### src/rtl/led_flasher_if.sv
// Control/status bundle between the event source (master) and the LED flasher (slave).
interface led_flasher_if #(
    parameter int unsigned N_W = 4
);
    logic           start;
    logic [N_W-1:0] count;
    logic           abort;
    logic           led;
    logic           busy;
    logic           done;

    modport master (output start, count, abort, input led, busy, done);
    modport slave  (input start, count, abort, output led, busy, done);
endinterface

### src/rtl/led_flasher.sv
// Turns a single-cycle trigger into `count` ON/OFF LED flashes followed by a one-cycle done pulse.
module led_flasher #(
    parameter int unsigned ON_CYCLES  = 25000000,
    parameter int unsigned OFF_CYCLES = 25000000,
    parameter int unsigned CNT_W      = 25,
    parameter int unsigned N_W        = 4
) (
    input  logic          clk,
    input  logic          rst_n,
    led_flasher_if.slave  bus
);
    typedef enum logic [1:0] {IDLE, ON, OFF, FIN} state_t;

    localparam logic [CNT_W-1:0] ON_LAST  = CNT_W'(ON_CYCLES - 1);
    localparam logic [CNT_W-1:0] OFF_LAST = CNT_W'(OFF_CYCLES - 1);

    state_t           state;
    logic [CNT_W-1:0] timer;
    logic [N_W-1:0]   remaining;

    // Outputs are registered alongside the state so they reflect the state being entered.
    always_ff @(posedge clk or negedge rst_n) begin
        if (!rst_n) begin
            state     <= IDLE;
            timer     <= '0;
            remaining <= '0;
            bus.led   <= 1'b0;
            bus.busy  <= 1'b0;
            bus.done  <= 1'b0;
        end else begin
            bus.done <= 1'b0;
            unique case (state)
                IDLE: begin
                    if (bus.start && !bus.abort) begin
                        timer <= '0;
                        if (bus.count != '0) begin
                            remaining <= bus.count;
                            state     <= ON;
                            bus.led   <= 1'b1;
                            bus.busy  <= 1'b1;
                        end else begin
                            state    <= FIN;
                            bus.done <= 1'b1;
                        end
                    end
                end
                ON: begin
                    if (bus.abort) begin
                        state     <= IDLE;
                        timer     <= '0;
                        remaining <= '0;
                        bus.led   <= 1'b0;
                        bus.busy  <= 1'b0;
                    end else if (timer == ON_LAST) begin
                        timer   <= '0;
                        state   <= OFF;
                        bus.led <= 1'b0;
                    end else begin
                        timer <= timer + CNT_W'(1);
                    end
                end
                OFF: begin
                    if (bus.abort) begin
                        state     <= IDLE;
                        timer     <= '0;
                        remaining <= '0;
                        bus.led   <= 1'b0;
                        bus.busy  <= 1'b0;
                    end else if (timer == OFF_LAST) begin
                        timer     <= '0;
                        remaining <= remaining - N_W'(1);
                        if (remaining == N_W'(1)) begin
                            state    <= FIN;
                            bus.busy <= 1'b0;
                            bus.done <= 1'b1;
                        end else begin
                            state   <= ON;
                            bus.led <= 1'b1;
                        end
                    end else begin
                        timer <= timer + CNT_W'(1);
                    end
                end
                FIN: begin
                    // done drops via the default above; start and abort are both ignored here.
                    state    <= IDLE;
                    timer    <= '0;
                    bus.led  <= 1'b0;
                    bus.busy <= 1'b0;
                end
                default: begin
                    state     <= IDLE;
                    timer     <= '0;
                    remaining <= '0;
                    bus.led   <= 1'b0;
                    bus.busy  <= 1'b0;
                end
            endcase
        end
    end
endmodule

### src/flat_wrapper.sv
// flat-port wrapper written by rule: the top's interface ports become plain ports
module led_flasher_flat 
#(
    parameter int unsigned ON_CYCLES  = 25000000,
    parameter int unsigned OFF_CYCLES = 25000000,
    parameter int unsigned CNT_W      = 25,
    parameter int unsigned N_W        = 4
)
  (clk, rst_n, bus_start, bus_count, bus_abort, bus_led, bus_busy, bus_done);
  led_flasher_if #(.N_W(N_W)) bus_i ();
  input  logic clk;
  input  logic rst_n;
  input wire logic [$bits(bus_i.start)-1:0] bus_start;
  input wire logic [$bits(bus_i.count)-1:0] bus_count;
  input wire logic [$bits(bus_i.abort)-1:0] bus_abort;
  output wire logic [$bits(bus_i.led)-1:0] bus_led;
  output wire logic [$bits(bus_i.busy)-1:0] bus_busy;
  output wire logic [$bits(bus_i.done)-1:0] bus_done;
  assign bus_i.start = bus_start;
  assign bus_i.count = bus_count;
  assign bus_i.abort = bus_abort;
  assign bus_led = bus_i.led;
  assign bus_busy = bus_i.busy;
  assign bus_done = bus_i.done;
  led_flasher #(.ON_CYCLES(ON_CYCLES), .OFF_CYCLES(OFF_CYCLES), .CNT_W(CNT_W), .N_W(N_W)) u_core (.clk(clk), .rst_n(rst_n), .bus(bus_i));
endmodule
### config.mk
export PLATFORM = sky130hd
export DESIGN_NAME = led_flasher_flat
export DESIGN_NICKNAME = d
export VERILOG_FILES = /design/src/rtl/led_flasher_if.sv /design/src/rtl/led_flasher.sv /design/src/flat_wrapper.sv
export SDC_FILE = /design/constraint.sdc
export NUM_CORES = 1
export LEC_CHECK = 0
export ABC_CLOCK_PERIOD_IN_PS = 3700
export CORE_ASPECT_RATIO = 1.4
export CORE_UTILIZATION = 59
export CTS_BUF_LIST = sky130_fd_sc_hd__clkbuf_16
export DETAILED_ROUTE_END_ITERATION = 6
export PLACE_DENSITY = 0.83
export REMOVE_ABC_BUFFERS = 1
export SYNTH_ARGS = -nofsm -noshare
export SYNTH_HDL_FRONTEND = slang
export SYNTH_SLANG_ARGS = --single-unit
### constraint.sdc
create_clock -name clk -period 3.7 [get_ports clk]
set_input_delay 0.74 -clock clk [delete_from_list [all_inputs] [get_ports clk]]
set_output_delay 0.74 -clock clk [all_outputs]
set_load 0.01 [all_outputs]
==> flow_summary_export.csv <==
group,metric,value,unit
yosys,post_synth_xor_area_fraction,0.4152,%
setup_path,cp_cell_sequence,"or4_1, or4_4, nor4_1, nor3_1, o32a_2",
yosys,synth_compound_area_share,20.82,%
power,leakage,0.0009873,uW
setup_path,critPathArrivalTime,3.02,ns
setup_path,slowest_delay,0.68,ns
yosys,syn_inst,239,
yosys,synth-edff-count,0,
timing,fin_skew,0.003256,ns
global_route,via_count_of_the_first_global_routing_pass,1989,
timing,tightestPinTransition,0.8437,ns
setup_path,criticalPathCategory,"register to register",
setup_path,timing.critical_path.from,"u_core.timer[9]",
floorplan,rows,25,
yosys,yosysWarnings,0,
floorplan,design.die.area,3822,sq um
floorplan,die_x,52.54,um
setup_path,worst-r2r-cell-count,5,
clock_network,ctsHtreeMaxLevel,2,
yosys,synthesis.area_per_instance,8.826,sq um
clock_network,clk_pin_slew,0.05,ns
floorplan,floorplan.io_pins,11,
finish,antenna_cells,0,
yosys,basic_gate_share_of_the_synthesized_area_counting_and_or_nand_and_nor_cells,27.82,%
floorplan,initial_util,61.87,%
placement,detailed_place_hpwl,3615,um
setup_path,startpoint_of_the_worst_slack_reg_to_reg_timing_path,"u_core.timer[9]",
timing,finalSetupViolations,0,
yosys,synth.cell_area,2110,sq um
yosys,ys_async_sr_fraction,100.0,%
routing,route.detailed.wl_per_inst,17.69,um
setup_path,cp_max_fo,6,
finish,areaGrowthSynthToFinish,13.94,%
finish,finalNetCount,268,
setup_path,worstReg2RegEnd,"u_core.bus.led",
clock_network,numCtsBuffers,5,
routing,totalWireLength,5184,um
global_route,grt_pass1_wl,8763,um
clock_network,cts.hold.buffers_added,0,
clock_network,cts_tree,"built",
timing,max_clock_freq,349.8,MHz
setup_path,worst-endpoint-required,3.86,ns
yosys,synth-seq-area-share,40.33,%
global_route,antenna_violations_before_repair,0,
setup_path,startpoint_kind_of_the_worst_setup_timing_path,"register",
clock_network,max-clock-path-buffers,2,
power,vdd_ir_drop_max,0.4217,mV
yosys,ys_types,43,
placement,globalplace.congestion,0.8521,
timing,grt_setup_unrepaired,"no",
setup_path,setup.worst_path.end_class,"register",
routing,via_count,1963,
power,powerDensity,581.7,nW/um^2
timing,drv_slew,0,
floorplan,fp.dieH,72.75,um
finish,layout_cell_share_with_drive_strength_beyond_1,9.091,%
timing,period_share,77.26,%
clock_network,cts_root_buffer,"sky130_fd_sc_hd__clkbuf_16",
placement,port-buffer-count,10,
yosys,synth.area.mux_share,3.084,%
timing,max_slew_margin,43.75,%
global_route,grt_overflow_total,0,
routing,firstDrtPassIters,4,
yosys,combinational_family_with_the_most_area_after_synthesis,"simple AND/OR/NAND/NOR gates",
run,drv_cap,0,
yosys,ys.flop_type,"sky130_fd_sc_hd__dfrtp_1",
clock_network,insertion_delay,0.27,ns
timing,tns,0,ns
outcome,run_status,"complete, no violations",
yosys,yosys_register_bits,34,
clock_network,postCtsResizedCells,0,
routing,avgViaCountPerCell,6.700,
timing,hold_viol_final,0,
clock_network,number_of_buffers_added_for_setup_after_cts,0,
routing,route.detailed.drc,0,
timing,layout_min_cycle_time,2.859,ns
global_route,global_route.usage.total,31.04,%
setup_path,critical_path_endpoint,"u_core.bus.led",
yosys,synth_adder_area_share,4.152,%
worst_hold_path,min-delay-path-class,"register to register",
routing,final_antenna_net_count,0,
routing,drt_iter0_drc,62,
setup_path,crit_slowest_cell,"sky130_fd_sc_hd__nor4_1",
finish,fin_util,70.50,%
timing,hold_ws,0.4948,ns
setup_path,rrSetupSlack,0.84,ns
floorplan,core_area,3410,sq um
clock_network,cts.sinks,34,
finish,filler_cell_count,287,
global_route,grt_start_max_net_pins,35,
## sequential cells by signal (all words and copies together) (netlist names)
register	flops
u_core.state	2
u_core.bus.led	1
u_core.bus.done	1
u_core.timer	25
u_core.bus.busy	1
u_core.remaining	4
## layout by cell type (no fill, tap or decap), types with 3 or more instances in the layout
cell type	synthesis	final
sky130_fd_sc_hd__nand4_1	5	5
sky130_fd_sc_hd__nand3_1	14	14
sky130_fd_sc_hd__o21ai_0	13	13
sky130_fd_sc_hd__clkdlybuf4s50_1	0	10
sky130_fd_sc_hd__nand2_1	22	22
sky130_fd_sc_hd__o2bb2ai_1	3	3
sky130_fd_sc_hd__a31oi_1	24	24
sky130_fd_sc_hd__nor4_1	7	7
sky130_fd_sc_hd__a21oi_1	8	8
sky130_fd_sc_hd__ha_1	7	7
sky130_fd_sc_hd__nor2b_1	5	5
sky130_fd_sc_hd__nand2b_1	12	12
sky130_fd_sc_hd__a41oi_1	3	3
sky130_fd_sc_hd__nor3_1	8	8
sky130_fd_sc_hd__clkbuf_16	0	5
sky130_fd_sc_hd__nor2_1	12	12
sky130_fd_sc_hd__and3_1	8	8
sky130_fd_sc_hd__buf_4	0	6
sky130_fd_sc_hd__dfrtp_1	34	34
sky130_fd_sc_hd__mux2_2	4	4
sky130_fd_sc_hd__inv_1	10	12
## worst min path at each step
stage	start	to	slack, ns	cells past startpoint
after floorplan	rst_n	u_core.bus.busy	0.44	0
after global placement	u_core.bus.led	u_core.bus.led	0.48	1
after detailed placement	u_core.timer[14]	u_core.timer[14]	0.49	1
after CTS	u_core.timer[14]	u_core.timer[14]	0.49	1
after global routing	u_core.bus.led	u_core.bus.led	0.52	1
final	u_core.timer[14]	u_core.timer[14]	0.49	1
## Yosys cell counts (2+ instances only)
library cell	n	share of area [%]
sky130_fd_sc_hd__or4_1	2	0.71
sky130_fd_sc_hd__and4_1	2	0.83
sky130_fd_sc_hd__nor4_1	7	2.1
sky130_fd_sc_hd__clkbuf_1	9	1.6
sky130_fd_sc_hd__a41oi_1	3	1.2
sky130_fd_sc_hd__mux2_2	4	2.1
sky130_fd_sc_hd__nand3_1	14	3.3
sky130_fd_sc_hd__o21ai_0	13	3.1
sky130_fd_sc_hd__o2bb2ai_1	3	1.2
sky130_fd_sc_hd__or3b_2	2	0.83
sky130_fd_sc_hd__o211ai_1	2	0.71
sky130_fd_sc_hd__inv_1	10	1.8
sky130_fd_sc_hd__and3_1	8	2.4
sky130_fd_sc_hd__nor2b_1	5	1.5
sky130_fd_sc_hd__nand2b_1	12	3.6
sky130_fd_sc_hd__mux2i_1	2	0.95
sky130_fd_sc_hd__a31oi_1	24	7.1
sky130_fd_sc_hd__or4_4	2	1.1
sky130_fd_sc_hd__dfrtp_1	34	40
sky130_fd_sc_hd__nor2_1	12	2.1
sky130_fd_sc_hd__a21oi_1	8	1.9
sky130_fd_sc_hd__nor3_1	8	1.9
sky130_fd_sc_hd__ha_1	7	4.2
sky130_fd_sc_hd__nand4_1	5	1.5
sky130_fd_sc_hd__nand2_1	22	3.9
sky130_fd_sc_hd__or3_1	2	0.59
## kinds of logic after synthesis
family | after synthesis
multiplexers | 6
adder cells (fa/ha/maj) | 7
flip-flops | 34
AO/OA/AOI/OAI | 65
AND/OR/NAND/NOR | 107
XOR/XNOR | 1
buffers and inverters | 19
## routing by layer
metal,vias up,GRT usage [%],share of wire (%)
li1,932,-,-
met1,970,33.24,40
met2,49,58.51,56
met3,12,5.208,3.0
met4,0,11.40,1.5
met5,-,0,0
## critical path: cells and delay by family, from the launching register on
kind	cells	cell delay [ns]
flops	1	0.42
simple gates	4	1.96
compound gates	1	0.35
## area by class of cell
| type | instances | area [sq um] | area share [%] |
|---|---|---|---|
| Inverter | 10 | 37.54 | 1.562 |
| Clock buffer | 5 | 125.1 | 5.206 |
| Timing Repair Buffer | 16 | 145.1 | 6.039 |
| Tap cell | 40 | 50.05 | 2.082 |
| Sequential cell | 34 | 850.8 | 35.40 |
| Clock inverter | 2 | 7.507 | 0.3123 |
| Multi-Input combinational cell | 186 | 1187 | 49.40 |
## where the power goes
group	switching, uW	leakage [uW]	internal (uW)	total, uW
Sequential	45.0	0.000463	420	465
Clock	138	0.0000723	240	378
Combinational	332	0.000452	224	555
Total	515	0.000987	883	1400
## per-stage QoR
stage          total power [uW]  cell area, sq um  cells  setup slack (ns)
6_report                   1398              2404    293            0.8413
3_3_place_gp              995.0              2271    286            0.7440
2_1_floorplan             829.2              2076    230             1.072
5_1_grt                    1484              2404    293            0.7423
3_5_place_dp               1017              2271    286            0.6506
4_1_cts                    1402              2404    293            0.8651
Power figures use the tool's default switching activity.
